==> src/rtl/div_restoring_8bit_if.sv <==
// div_restoring_8bit_if: request/result handshake bundle for the restoring divider.
interface div_restoring_8bit_if #(parameter int W = 8);
    logic         in_valid;
    logic         in_ready;
    logic [W-1:0] dividend;
    logic [W-1:0] divisor;
    logic         out_valid;
    logic         out_ready;
    logic [W-1:0] quotient;
    logic [W-1:0] remainder;
    logic         div_by_zero;
    modport master (
        output in_valid, dividend, divisor, out_ready,
        input  in_ready, out_valid, quotient, remainder, div_by_zero
    );
    modport slave (
        input  in_valid, dividend, divisor, out_ready,
        output in_ready, out_valid, quotient, remainder, div_by_zero
    );
endinterface

==> src/rtl/div_restoring_8bit.sv <==
// div_restoring_8bit: radix-2 restoring divider, one quotient bit per clock,
// valid/ready request and result ports, all outputs registered.
module div_restoring_8bit #(
    parameter int W = 8
) (
    input  logic                 clk,
    input  logic                 rst_n,
    div_restoring_8bit_if.slave  io
);
    localparam int CW = $clog2(W);
    typedef enum logic [1:0] {IDLE, RUN, DONE} state_t;
    state_t        state_q, state_d;
    logic [W-1:0]  q_q, q_d, dvs_q, dvs_d, r_q, r_d;
    logic [W-1:0]  quo_q, quo_d, rem_q, rem_d;
    logic [CW-1:0] cnt_q, cnt_d;
    logic          ov_q, ov_d, dbz_q, dbz_d;
    logic [W:0]    sh, t;
    always_ff @(posedge clk or negedge rst_n) begin
        if (!rst_n) begin
            state_q <= IDLE;
            q_q     <= '0;
            dvs_q   <= '0;
            r_q     <= '0;
            cnt_q   <= '0;
            quo_q   <= '0;
            rem_q   <= '0;
            ov_q    <= 1'b0;
            dbz_q   <= 1'b0;
        end else begin
            state_q <= state_d;
            q_q     <= q_d;
            dvs_q   <= dvs_d;
            r_q     <= r_d;
            cnt_q   <= cnt_d;
            quo_q   <= quo_d;
            rem_q   <= rem_d;
            ov_q    <= ov_d;
            dbz_q   <= dbz_d;
        end
    end
    // The partial remainder always stays below the divisor, so its top bit is
    // never set and only W bits are stored; the W+1-bit subtract still sees it.
    always_comb begin
        state_d = state_q;
        q_d     = q_q;
        dvs_d   = dvs_q;
        r_d     = r_q;
        cnt_d   = cnt_q;
        quo_d   = quo_q;
        rem_d   = rem_q;
        ov_d    = ov_q;
        dbz_d   = dbz_q;
        sh      = {r_q, q_q[W-1]};
        t       = sh - {1'b0, dvs_q};
        case (state_q)
            IDLE: if (io.in_valid) begin
                q_d     = io.dividend;
                dvs_d   = io.divisor;
                r_d     = '0;
                cnt_d   = '0;
                dbz_d   = 1'b0;
                state_d = (io.divisor == '0) ? DONE : RUN;
            end
            RUN: begin
                r_d   = t[W] ? sh[W-1:0] : t[W-1:0];
                q_d   = {q_q[W-2:0], ~t[W]};
                cnt_d = cnt_q + 1'b1;
                if (cnt_q == CW'(W - 1)) begin
                    state_d = DONE;
                    ov_d    = 1'b1;
                    quo_d   = q_d;
                    rem_d   = r_d;
                end
            end
            // A zero divisor lands here with out_valid still low and publishes
            // its fixed result one edge after the accept.
            DONE: if (!ov_q) begin
                ov_d  = 1'b1;
                quo_d = '1;
                rem_d = q_q;
                dbz_d = 1'b1;
            end else if (io.out_ready) begin
                ov_d    = 1'b0;
                state_d = IDLE;
            end
            default: state_d = IDLE;
        endcase
    end
    assign io.in_ready    = (state_q == IDLE);
    assign io.out_valid   = ov_q;
    assign io.quotient    = quo_q;
    assign io.remainder   = rem_q;
    assign io.div_by_zero = dbz_q;
endmodule

==> src/flat_wrapper.sv <==
// flat-port wrapper written by rule: the top's interface ports become plain ports
module div_restoring_8bit_flat 
#(
    parameter int W = 8
)
  (clk, rst_n, io_in_valid, io_dividend, io_divisor, io_out_ready, io_in_ready, io_out_valid, io_quotient, io_remainder, io_div_by_zero);
  div_restoring_8bit_if #(.W(W)) io_i ();
  input  logic clk;
  input  logic rst_n;
  input wire logic [$bits(io_i.in_valid)-1:0] io_in_valid;
  input wire logic [$bits(io_i.dividend)-1:0] io_dividend;
  input wire logic [$bits(io_i.divisor)-1:0] io_divisor;
  input wire logic [$bits(io_i.out_ready)-1:0] io_out_ready;
  output wire logic [$bits(io_i.in_ready)-1:0] io_in_ready;
  output wire logic [$bits(io_i.out_valid)-1:0] io_out_valid;
  output wire logic [$bits(io_i.quotient)-1:0] io_quotient;
  output wire logic [$bits(io_i.remainder)-1:0] io_remainder;
  output wire logic [$bits(io_i.div_by_zero)-1:0] io_div_by_zero;
  assign io_i.in_valid = io_in_valid;
  assign io_i.dividend = io_dividend;
  assign io_i.divisor = io_divisor;
  assign io_i.out_ready = io_out_ready;
  assign io_in_ready = io_i.in_ready;
  assign io_out_valid = io_i.out_valid;
  assign io_quotient = io_i.quotient;
  assign io_remainder = io_i.remainder;
  assign io_div_by_zero = io_i.div_by_zero;
  div_restoring_8bit #(.W(W)) u_core (.clk(clk), .rst_n(rst_n), .io(io_i));
endmodule
==> config.mk <==
export PLATFORM = sky130hd
export DESIGN_NAME = div_restoring_8bit_flat
export DESIGN_NICKNAME = d
export VERILOG_FILES = /design/src/rtl/div_restoring_8bit_if.sv /design/src/rtl/div_restoring_8bit.sv /design/src/flat_wrapper.sv
export SDC_FILE = /design/constraint.sdc
export NUM_CORES = 1
export LEC_CHECK = 0
export ABC_AREA = 1
export CAP_MARGIN = 20
export CORE_ASPECT_RATIO = 1.4
export CORE_UTILIZATION = 45
export DETAILED_ROUTE_END_ITERATION = 6
export GPL_TIMING_DRIVEN = 1
export MAX_ROUTING_LAYER = met4
export PLACE_DENSITY = 0.73
export SLEW_MARGIN = 20
export SYNTH_ARGS = -nofsm -noshare
export SYNTH_HDL_FRONTEND = slang
export SYNTH_SLANG_ARGS = --single-unit
==> constraint.sdc <==
create_clock -name clk -period 3.3 [get_ports clk]
set_input_delay 0.495 -clock clk [delete_from_list [all_inputs] [get_ports clk]]
set_output_delay 0.495 -clock clk [all_outputs]
set_load 0.02 [all_outputs]
==> metrics.md <==
| Metric | Value |
|---|---|
| Status | completed |
| Diode count | 0 |
| Clock transition at path regs | 0.09 ns |
| Crit path buf inv count | 2 |
| CTS tree | done |
| Leakage power | 1.633 nW |
| Detailed-route via count | 2,287 |
| Nets | 408 |
| Most instantiated library cell after synthesis | nand2_1 |
| IO Port Bufs | 38 |
| Crit. End Element | flop |
| First-pass GRT wire length | 10,070 µm |
| CP Max Fanout | 8 |
| Post-synth top area cell | dfrtp_1 |
| Post-synthesis xor/xnor area fraction | 1.006% |
| HP Class | input pin to asynchronous set/reset pin |
| Clock Tree Root | clkbuf_8 |
| Chip Height | 92.13 µm |
| Pwr Total | 0.003505 W |
| Die Area | 0.006116 mm² |
| Hpwl dp | 4300 µm |
| Final GP Congestion | 0.8684 |
| Fin Setup TNS | 0 ns |
| Antenna violations before repair | 0 |
| Simple-Gate Fraction of Synth Area | 28.80% |
| CP delay by family, top | simple AND/OR/NAND/NOR gates |
| CTS resizes | 0 |
| Post-synth top cells | nand2_1, dfrtp_1, inv_1 |
| Vias in the first global route | 2,264 |
| CP max stage cell | fa_1 |
| Ys async rst share | 100.0% |
| Clock skew | 0.008112 ns |
| WP data arrival | 2.47 ns |
| WL final | 5667 µm |
| Core area | 0.005565 mm² |
| Switching Power | 0.001662 W |
| Largest net degree at the start of global routing | 48 |
| Yosys cell types | 32 |
| Syn Nets | 370 |
| Crit path kind | flop to flop |
| Site Rows | 32 |
| Worst slew margin | 46.87% |
| Data required, critical path | 3.50 ns |
| Avg WL per Cell | 12.71 µm |
| Slew @ Worst Pin | 0.7940 ns |
| Synth top area cells | dfrtp_1, nand2_1, inv_1, ha_1, nand3_1 |
| Fin crit period | 2.276 ns |
| Post-CTS Setup Inserts | 0 |
| Yosys top cell area share | 45.04% |
| DR vias/cell | 5.128 |
| RSZ-0062 raised after global routing | false |
| Sequential area share after synthesis | 45.04% |
| Die width | 66.38 µm |
| Synth Instances | 339 |
| Yosys reg bits | 47 |
| Syn Area/Cell | 7.703 µm² |
| Htree depth | 2 |
| Initial cell density of the core | 46.92% |
| Ports | 39 |
| Worst reg2reg setup slack | 1.02 ns |
| Hold_buf cts | 0 |
| Internal | 0.001842 W |
| Max-cap violations | 0 |
| Dpl cells | 438 |
| Clock group share of total power | 11.9% |
| Synth Warn # | 0 |
| PD cells | 1113 mW/mm² |
| Max clock buf depth | 2 |
| Critical path, cell by cell | inv_1, ha_1, inv_1, fa_1, nand2_1, nand2_1, nand3_1, nand2_1, nand2_2, nand2_2, nand2_1, nand3_1, nand2_1, nand2_1 |
| Clock Latency Late Sink | 0.30 ns |
| CTS Buf Count | 5 |
| Layout cells sized above 1 | 6.349% |
| Largest family of logic cells by synthesized area | simple AND/OR/NAND/NOR gates |
| Max Freq | 439.4 MHz |
| Routed Antenna Nets | 0 |
| CP startpoint kind | flop |
| GRT Residual Overflow | 0 |
| CP most frequent cell | nand2_1 |
| Synth Area in Adders | 5.558% |
| Number of flops mapped to enable cells by yosys | 0 |
| P&R area growth vs syn | 20.60% |
| CP max stage delay | 0.42 ns |
| Switch share | 47.44% |
| Clock tree sinks | 47 |
| Top FF cell, synth | dfrtp_1 |
| # setup viols final | 0 |
| Slew Viols, Final | 0 |
| Residual DRC count | 0 |
| Mux contribution to synthesized area | 0% |
| Final Cycle Share | 68.96% |
| 1st-pass router iterations | 4 |
| Sequential Power Share | 28.1% |
| GRT Total Usage | 22.13% |
| Mapped Area | 0.002611 mm² |
| Starting DRT DRC Count | 103 |
| Compound-cell area share of the yosys netlist | 11.45% |
| Fin. Hold Viols | 0 |
| Worst vdd ir | 554.3 µV |
| Combinational power share | 60.0% |
| Cell Count, Final, Fillers Out | 446 |
## kinds of logic after synthesis
kind of cell | count (synthesis)
AO/OA/AOI/OAI | 51
XOR/XNOR | 3
adder cells (fa/ha/maj) | 11
buffers and inverters | 52
flip-flops | 47
AND/OR/NAND/NOR | 175
## final cells by class
cell class	instances	area, µm²
clock buffers	5	68.82
clock inverters	3	43.79
fillers	512	2416
inverters	44	167.7
multi-input cells	240	1222
flip-flops and latches	47	1176
well taps	68	85.08
repair buffers	39	385.4
## power groups by stage
| stage | registers, W | logic, W | clock network [W] |
|---|---|---|---|
| finish | 0.000985 | 0.00210 | 0.000418 |
| global route | 0.00101 | 0.00239 | 0.000451 |
| CTS | 0.000986 | 0.00211 | 0.000431 |
| detailed placement | 0.000997 | 0.00209 | 0 |
| global placement | 0.000992 | 0.00205 | 0 |
| floorplan | 0.00108 | 0.00143 | 0 |
## registers in the layout, summed over array words and instances (netlist names)
register               count
u_core.q_q                 8
u_core.state_q             2
u_core.r_q                 8
u_core.io.div_by_zero      1
u_core.io.remainder        8
u_core.cnt_q               3
u_core.io.out_valid        1
u_core.dvs_q               8
u_core.io.quotient         8
## path summary, 6_finish.rpt
check                                                  startpoint                            endpoint  cells after the start
min in group clk                u_core.io.div_by_zero$_DFFE_PN0P_   u_core.io.div_by_zero$_DFFE_PN0P_                      2
max in group asynchronous                                   rst_n           u_core.q_q[0]$_DFFE_PN0P_                      1
worst min register to register  u_core.io.div_by_zero$_DFFE_PN0P_   u_core.io.div_by_zero$_DFFE_PN0P_                      2
worst max register to register          u_core.q_q[7]$_DFFE_PN0P_  u_core.io.remainder[5]$_DFFE_PN0P_                     14
worst max-delay path                    u_core.q_q[7]$_DFFE_PN0P_  u_core.io.remainder[5]$_DFFE_PN0P_                     14
worst min-delay path                                        rst_n   u_core.io.quotient[1]$_DFFE_PN0P_                      1
## worst register-to-register path: stages, from the launching register on
cell and delay (ns):
dfrtp_1 0.38, inv_1 0.11, ha_1 0.16, inv_1 0.07, fa_1 0.42, nand2_1 0.08, nand2_1 0.07, nand3_1 0.15
nand2_1 0.10, nand2_2 0.15, nand2_2 0.14, nand2_1 0.12, nand3_1 0.09, nand2_1 0.08, nand2_1 0.04
## metal layers
metal	part of all wire (%)	vias up	GRT usage, %
met5	0	-	-
met2	53	32	37.59
met4	1.7	0	7.447
li1	-	1161	-
met3	2.2	10	3.109
met1	43	1084	26.47
## through the flow
| stage | area (µm²) | utilization [%] | setup slack [ns] | hold slack, ns |
|---|---|---|---|---|
| after CTS | 3147 | 56.54 | 1.036 | 0.4056 |
| after global routing | 3149 | 56.59 | 0.8193 | 0.2442 |
| after global placement | 3034 | 54.52 | 1.066 | 0.4626 |
| after detailed placement | 3034 | 54.52 | 1.059 | 0.4598 |
| final | 3149 | 56.59 | 1.024 | 0.1905 |
| after floorplan | 2611 | - | 1.354 | 0.1994 |
## placed cells by master, fill, tap and decap left out, types with 2 or more instances in the layout
cell type        instances
o211ai_1                 7
inv_1                   39
a21oi_1                 17
o21ai_0                 18
ha_1                    10
a22o_1                   2
nand2_1                120
a21oi_2                  3
dfrtp_1                 47
nor2_1                  21
clkbuf_8                 5
inv_2                    4
buf_4                    2
nand3_1                 23
clkdlybuf4s50_1         37
or2_1                    2
xor2_1                   3
o22ai_1                  2
nand2_2                  2
Power figures use the tool's default switching activity.
